## config.mk

```make
export PLATFORM = sky130hd
export DESIGN_NAME = cache_line_fill_buffer
export DESIGN_NICKNAME = d
export VERILOG_FILES = /design/src/rtl/cache_line_fill_buffer.sv
export SDC_FILE = /design/constraint.sdc
export NUM_CORES = 1
export LEC_CHECK = 0
export CAP_MARGIN = 15
export CORE_AREA = 2 2 412 414
export CTS_CLUSTER_SIZE = 12
export DETAILED_ROUTE_END_ITERATION = 8
export DIE_AREA = 0 0 414 416
export GPL_TIMING_DRIVEN = 0
export HOLD_SLACK_MARGIN = 0.05
export SLEW_MARGIN = 15
export SYNTH_ARGS = -nofsm -noshare
export SYNTH_HDL_FRONTEND = slang
export SYNTH_SLANG_ARGS = --single-unit
```

## constraint.sdc

```tcl
create_clock -name clk -period 2.6 [get_ports clk]
set_input_delay 0.52 -clock clk [delete_from_list [all_inputs] [get_ports clk]]
set_output_delay 0.52 -clock clk [all_outputs]
set_load 0.1 [all_outputs]
```

## src/rtl/cache_line_fill_buffer.sv

```systemverilog
// Line fill buffer: assembles a 128-word cache line from wrap-around refill beats (critical word first).
// Optional critical-word bypass outputs are enabled with CACHE_LINE_FILL_CRIT_BYPASS_EN.
module cache_line_fill_buffer #(
    parameter int w = 8
) (
    input  logic             clk,
    input  logic             rst_n,
    input  logic             fill_req,
    input  logic [6:0]       fill_offset,
    output logic             fill_ready,
    input  logic             mem_valid,
    input  logic [w-1:0]     mem_data,
    output logic             mem_ready,
    output logic [w*128-1:0] line_data,
    output logic             line_valid,
    input  logic             line_ack,
    output logic             busy,
    output logic [7:0]       beat_cnt
`ifdef CACHE_LINE_FILL_CRIT_BYPASS_EN
    ,
    output logic             crit_valid,
    output logic [w-1:0]     crit_data
`endif
);

    typedef enum logic [1:0] {
        IDLE = 2'd0,
        FILL = 2'd1,
        DONE = 2'd2
    } state_t;

    state_t                  state_r;
    state_t                  state_s;
    logic                    beat_s;
    logic                    accept_s;
    logic [6:0]              ptr_r;
    logic [7:0]              beat_cnt_r;
    logic [127:0][w-1:0]     line_r;

    // Next-state decode; the 128th accepted beat closes the fill.
    always_comb begin
        state_s  = state_r;
        beat_s   = 1'b0;
        accept_s = 1'b0;
        case (state_r)
            IDLE: begin
                if (fill_req) begin
                    accept_s = 1'b1;
                    state_s  = FILL;
                end else begin
                    state_s  = IDLE;
                end
            end
            FILL: begin
                beat_s = mem_valid;
                if (mem_valid && (beat_cnt_r == 8'd127)) begin
                    state_s = DONE;
                end else begin
                    state_s = FILL;
                end
            end
            DONE: begin
                if (line_ack) begin
                    state_s = IDLE;
                end else begin
                    state_s = DONE;
                end
            end
            default: begin
                state_s = IDLE;
            end
        endcase
    end

    // State, write pointer and beat counter registers.
    always_ff @(posedge clk or negedge rst_n) begin
        if (!rst_n) begin
            state_r    <= IDLE;
            ptr_r      <= 7'd0;
            beat_cnt_r <= 8'd0;
        end else begin
            state_r <= state_s;
            if (accept_s) begin
                ptr_r      <= fill_offset;
                beat_cnt_r <= 8'd0;
            end else if (beat_s) begin
                ptr_r      <= ptr_r + 7'd1;
                beat_cnt_r <= beat_cnt_r + 8'd1;
            end else begin
                ptr_r      <= ptr_r;
                beat_cnt_r <= beat_cnt_r;
            end
        end
    end

    // Line storage: only the slot under the pointer changes on a beat (pointer wraps naturally at 7 bits).
    always_ff @(posedge clk or negedge rst_n) begin
        if (!rst_n) begin
            line_r <= '0;
        end else if (beat_s) begin
            line_r[ptr_r] <= mem_data;
        end else begin
            line_r <= line_r;
        end
    end

    assign fill_ready = (state_r == IDLE);
    assign mem_ready  = (state_r == FILL);
    assign line_valid = (state_r == DONE);
    assign busy       = (state_r != IDLE);
    assign beat_cnt   = beat_cnt_r;
    assign line_data  = line_r;

`ifdef CACHE_LINE_FILL_CRIT_BYPASS_EN
    logic             crit_valid_r;
    logic [w-1:0]     crit_data_r;

    // Capture the first beat of each fill and pulse its valid for one cycle.
    always_ff @(posedge clk or negedge rst_n) begin
        if (!rst_n) begin
            crit_valid_r <= 1'b0;
            crit_data_r  <= '0;
        end else begin
            crit_valid_r <= beat_s && (beat_cnt_r == 8'd0);
            if (beat_s && (beat_cnt_r == 8'd0)) begin
                crit_data_r <= mem_data;
            end else begin
                crit_data_r <= crit_data_r;
            end
        end
    end

    assign crit_valid = crit_valid_r;
    assign crit_data  = crit_data_r;
`endif

endmodule

```

# After elaboration in Yosys (flattened, before gate mapping)
# Cells that the tools add are included.
dict set report op_classes {
  mux 14
  order_cmp 2
  n_eq_ne 3
  n_addsub 2
  n_reduce_logical 5
}
# cell n
set op_table {}
lappend op_table {{$bwmux 1024} 1}
lappend op_table {{$demux 8 s7} 1}
lappend op_table {{$mux 8} 3}
lappend op_table {{$mux 7} 2}
lappend op_table {{$add 8x1->8 const B} 1}
lappend op_table {{$eq 8x7->1 const B} 1}
lappend op_table {{$lt 7x8->1 const B} 1}
lappend op_table {{$add 7x1->7 const B} 1}
lappend op_table {{$ge 7x1->1 const B} 1}
lappend op_table {{$pmux 2 s3} 1}
lappend op_table {{$mux 1} 4}
lappend op_table {{$mux 2} 2}
lappend op_table {{$reduce_bool 2->1} 2}
lappend op_table {{$eq 2x1->1 const B} 1}
lappend op_table {{$eq 2x2->1 const B} 1}
lappend op_table {{$logic_and 1x1->1} 2}
lappend op_table {{$logic_not 2->1} 1}
dict set report totals {
  output_inout_bits 1036
  word_cells 157
  register_bits 1041
  in_bits 20
}

# Logic depth before layout (Yosys ltp)
dict set report depth {
  word_depth 5
  ltp_mapped 6
  mapped_depth_nobuf 4
}

# Least setup slack after synthesis
# OpenSTA, ideal clock, no wires.
dict set report synth_path {
  kind {reg-to-output}
  startpoint {register state_r[0]}
  endpoint {output port busy}
  n_path_buf 1
  path_stages_with_launch 4
  t_required_ns 2.080
  slack_ns -0.701
  arrival_time_ns 2.781
  path_cell_list {dfrtp_1 > clkbuf_1 > nor2_1 > inv_1}
}
dict set report synth_via {
  elab_chain_len 1
}
# item line
set synth_lines {}
lappend synth_lines {{from (decl)} 32} ;# state_t state_r;
lappend synth_lines {{from (signal assigned)} 82} ;# state_r <= state_s;
lappend synth_lines {{$reduce_bool 2->1} 110} ;# assign busy = (state_r != IDLE);
lappend synth_lines {{to (decl)} 17} ;# output logic busy,
# Every way passes these cells.

# Worst setup path after layout
dict set report layout_path {
  startpoint {register ptr_r[5]}
  endpoint {register line_r, in the netlist line_data[114]}
}
dict set report layout_via {
  elab_chain_len 5
  word_cells_on_any_way 6
  cone_classes {order compare: 2; mux: 3; reduce/logical: 1}
}
# item line
set layout_lines {}
lappend layout_lines {{from (decl)} 36} ;# logic [6:0] ptr_r;
lappend layout_lines {{from (signal assigned)} 84} ;# ptr_r <= fill_offset;
lappend layout_lines {{from (signal assigned)} 87} ;# ptr_r <= ptr_r + 7'd1;
lappend layout_lines {{from (signal assigned)} 90} ;# ptr_r <= ptr_r;
lappend layout_lines {{$lt 7x8->1 (implied by the code) or $ge 7x1->1 (tied branches)} 101} ;# line_r[ptr_r] <= mem_data;
lappend layout_lines {{$logic_and 1x1->1 (implied by the code)} 101}
lappend layout_lines {{$mux 8 (implied by the code)} 101}
lappend layout_lines {{$demux 8 s7 (*)} 101}
lappend layout_lines {{$bwmux 1024 (*)} 101}
lappend layout_lines {{to (signal, indexed assignment)} 101}
lappend layout_lines {{to (signal assigned)} 103} ;# line_r <= line_r;
lappend layout_lines {{to (decl)} 38} ;# logic [127:0][w-1:0] line_r;
# Every way passes the cells marked *; elsewhere a longest branch is shown, timed or not.
# A chain may end at the register's enable or synchronous reset.

==> metrics.txt <==
# TYPE chip_impl_metric gauge
chip_impl_metric{name="detailedRoute.firstIterationViolations",unit=""} 1266
chip_impl_info{name="clock-root-buffer",value="clkbuf_16"} 1
chip_impl_metric{name="final_standard_cell_count_with_taps_included_and_fillers_excluded",unit=""} 6076
chip_impl_info{name="critical_path.reg2reg.endpoint",value="line_data[114]"} 1
chip_impl_info{name="synth_area_leaders",value="dfrtp_1 65%, mux2_2 28%, nor3_2 1.3%, clkbuf_1 1.3%, nand3_1 0.83%"} 1
chip_impl_metric{name="clockBufferDepth",unit=""} 3
chip_impl_metric{name="synth.net_count",unit=""} 2512
chip_impl_info{name="yosys.area.top_type",value="dfrtp_1"} 1
chip_impl_metric{name="worst_clock_skew",unit="ps"} 31.7
chip_impl_metric{name="syn-mean-instance-area",unit="µm²"} 16.2
chip_impl_metric{name="final_layout_size_suffix_gt1_frac",unit=""} 0.431
chip_impl_metric{name="die_h",unit="µm"} 416
chip_impl_metric{name="die_area",unit="µm²"} 172000
chip_impl_metric{name="gp_routability_congestion",unit=""} 0.812
chip_impl_metric{name="timing.critical_path.fanout_max",unit=""} 10
chip_impl_metric{name="floorplan.core_area",unit="µm²"} 168000
chip_impl_metric{name="worst_ep_arrival_time",unit="ps"} 3220
chip_impl_metric{name="synthDominantCellAreaShare",unit=""} 0.648
chip_impl_metric{name="drtAntennaViolNets",unit=""} 0
chip_impl_metric{name="normalized_max_slew_margin",unit=""} 0.174
chip_impl_metric{name="final-hold-violation-count",unit=""} 98
chip_impl_info{name="rsz0062_at_grt",value="yes"} 1
chip_impl_metric{name="chipWidth",unit="µm"} 414
chip_impl_metric{name="global_route.overflow_total",unit=""} 0
chip_impl_metric{name="finalHoldWorstSlack",unit="ps"} -326
chip_impl_metric{name="clock_latency",unit="ps"} 760
chip_impl_info{name="timing.rr.start",value="ptr_r[5]"} 1
chip_impl_metric{name="floorplan.io_pins",unit=""} 1056
chip_impl_metric{name="route.detailed.wl_per_inst",unit="µm"} 27.4
chip_impl_info{name="slowest_stage",value="or4b_2"} 1
chip_impl_metric{name="worst-slew-pin-transition",unit="ps"} 1240
chip_impl_metric{name="syn2layout_area_growth",unit="%"} 48.8
chip_impl_metric{name="yosysSeqAreaShare",unit=""} 0.648
chip_impl_metric{name="antenna_found_initial",unit=""} 11
chip_impl_metric{name="post_synth_inst_count",unit=""} 2490
chip_impl_metric{name="cts_buffers",unit=""} 115
chip_impl_metric{name="avgViaCountPerCell",unit=""} 4.42
chip_impl_metric{name="grt_pass1_wl",unit="µm"} 227000
chip_impl_metric{name="final_number_of_setup_violating_endpoints",unit=""} 0
chip_impl_metric{name="achievable-frequency",unit="GHz"} 0.388
chip_impl_metric{name="htreeDepth",unit=""} 3
chip_impl_metric{name="maxCapViolCount",unit=""} 0
chip_impl_metric{name="place.detailed.hpwl",unit="µm"} 126000
chip_impl_metric{name="totalWireLength",unit="µm"} 167000
chip_impl_info{name="critPathLaunchType",value="flop"} 1
chip_impl_info{name="yosysMostFrequentCell",value="dfrtp_1"} 1
chip_impl_metric{name="tot_gr_track_use",unit=""} 0.188
chip_impl_metric{name="post_synth_edffs",unit=""} 0
chip_impl_metric{name="synthArstFlopShare",unit=""} 1.00
chip_impl_metric{name="drcViolationCount",unit=""} 0
chip_impl_metric{name="initial_utilization",unit=""} 0.239
chip_impl_info{name="result_of_the_run",value="finished with violations"} 1
chip_impl_info{name="cp_cell_sequence",value="buf_4 -> or4b_2 -> clkbuf_2 -> nor3_4 -> mux2_2"} 1
chip_impl_info{name="setup.worst_path.class",value="flop to flop"} 1
chip_impl_metric{name="grt_max_degree",unit=""} 151
chip_impl_info{name="timing.hold.worst.class",value="input pin to asynchronous set/reset pin"} 1
chip_impl_info{name="endpoint",value="line_data[114]"} 1
chip_impl_metric{name="yosysWarningCount",unit=""} 0
chip_impl_metric{name="final-max-slew-violation-count",unit=""} 0
chip_impl_metric{name="reg2regPathDepth",unit=""} 5
chip_impl_metric{name="numPlacedInstances",unit=""} 5776
chip_impl_metric{name="crit_path_max_incr_delay",unit="ps"} 620
chip_impl_metric{name="placement_rows",unit=""} 151
chip_impl_metric{name="endpoint_required_time_on_the_critical_path",unit="ps"} 3240
chip_impl_metric{name="final_period_minus_worst_setup_slack",unit="ps"} 2580
chip_impl_metric{name="grt_pass1_vias",unit=""} 27600
chip_impl_info{name="crit_start",value="ptr_r[5]"} 1
chip_impl_metric{name="num-nets-final",unit=""} 3770
chip_impl_info{name="most_numerous_cell_types_in_the_synthesized_netlist",value="1041 x dfrtp_1, 1013 x mux2_2, 139 x clkbuf_1"} 1
chip_impl_metric{name="r2r_setup_slack",unit="ps"} 20
chip_impl_metric{name="clkSlewWorstSetupHoldPaths",unit="ps"} 60
chip_impl_metric{name="finalCritPeriodShare",unit=""} 0.991
chip_impl_metric{name="yosysUniqueCellTypes",unit=""} 48
chip_impl_metric{name="drt-pass1-iter-count",unit=""} 5
chip_impl_metric{name="post_synthesis_cell_area",unit="µm²"} 40200
chip_impl_info{name="tritoncts",value="yes"} 1
chip_impl_metric{name="clkSinkCount",unit=""} 1041
chip_impl_info{name="ys_dominant_reg_cell",value="dfrtp_1"} 1
chip_impl_info{name="crit_path_capture_type",value="flop"} 1
chip_impl_metric{name="via_count",unit=""} 26900
chip_impl_metric{name="io_buffer_count",unit=""} 1047
chip_impl_info{name="failed_checks",value="negative hold slack"} 1
chip_impl_metric{name="postSynthRegisterBits",unit=""} 1041
## per-layer routing
layer,GRT usage,up-vias,share of wire
met5,0,-,0.00026
met4,0.0867,6,0.046
met3,0.0535,257,0.064
met2,0.331,847,0.51
met1,0.209,14300,0.38
li1,-,11500,-
## metrics by stage
stage                     setup TNS (ps)   util  worst slack (ps)  cell area [µm²]
after floorplan                        0      -              50.8            40200
after global placement                 -  0.318            -47670            53500
after detailed placement        -1084810  0.321             -1880            54000
after CTS                        -121380  0.347              -276            58300
after global routing                -903  0.356             -51.6            59800
final                                  0  0.356              23.1            59900
## state kept, by name, indices dropped and copies added, names as in the netlist
name,flops
state_r,2
ptr_r,7
beat_cnt,8
line_data,1024
## cells in the final DEF (no fill, tap or decap), drive strengths merged, types with 13 or more instances in the layout
master,synthesis,routed
nor3,67,67
dlymetal6s2s,0,272
nand2,13,13
clkinv,0,25
dfrtp,1041,1041
mux2,1025,1025
buf,42,145
dlygate4sd2,0,363
clkdlybuf4s15,0,261
clkbuf,142,456
nand3,67,67
## layout make-up
| cell class | count | area [µm²] |
|---|---|---|
| antenna | 9 | 22.5 |
| clock inverter | 36 | 412 |
| sequential | 1041 | 26100 |
| buffer | 179 | 867 |
| tap | 2218 | 2780 |
| timing repair buffer | 1146 | 11700 |
| clock buffer | 182 | 3500 |
| inverter | 3 | 11.3 |
| fill | 16500 | 108000 |
| multi-input combinational | 1262 | 14500 |
## cells by family after synthesis
family	share of synthesized area
adders and majority gates	0.000622
and+or+nand+nor	0.0415
muxes	0.288
xor gates and xnor gates	0.000218
buffers and inverters	0.0187
AOI/OAI and AO/OA	0.00348
DFF	0.648
## how the worst min path moves through the flow
stage,startpoint,end,slack [ps],cells past startpoint
after floorplan,rst_n,beat_cnt[0],220,0
after global placement,line_data[158],line_data[158],470,1
after detailed placement,line_data[157],line_data[157],470,1
after CTS,rst_n,line_data[479],-380,1
after global routing,rst_n,line_data[948],-330,1
final,rst_n,line_data[828],-330,1
## critical path: cells and delay by family (launching register included)
kind / cells / cell delay (ps)
buffers and inverters: 2 / 460
flip-flops: 1 / 500
multiplexers: 1 / 400
AND/OR/NAND/NOR: 2 / 1080
## timing repair
action                                 in CTS  in global routing
pin swaps                                  31                 41
endpoints found under the hold margin      98                 98
setup endpoints to repair                2030               1609
gates cloned                                0                  1
buffers inserted                           36                 41
gates resized for setup                   939                848
Power is left out: the tool's default activity adds up to more than one toggle a clock period on the data nets, which glitch-free logic cannot reach.
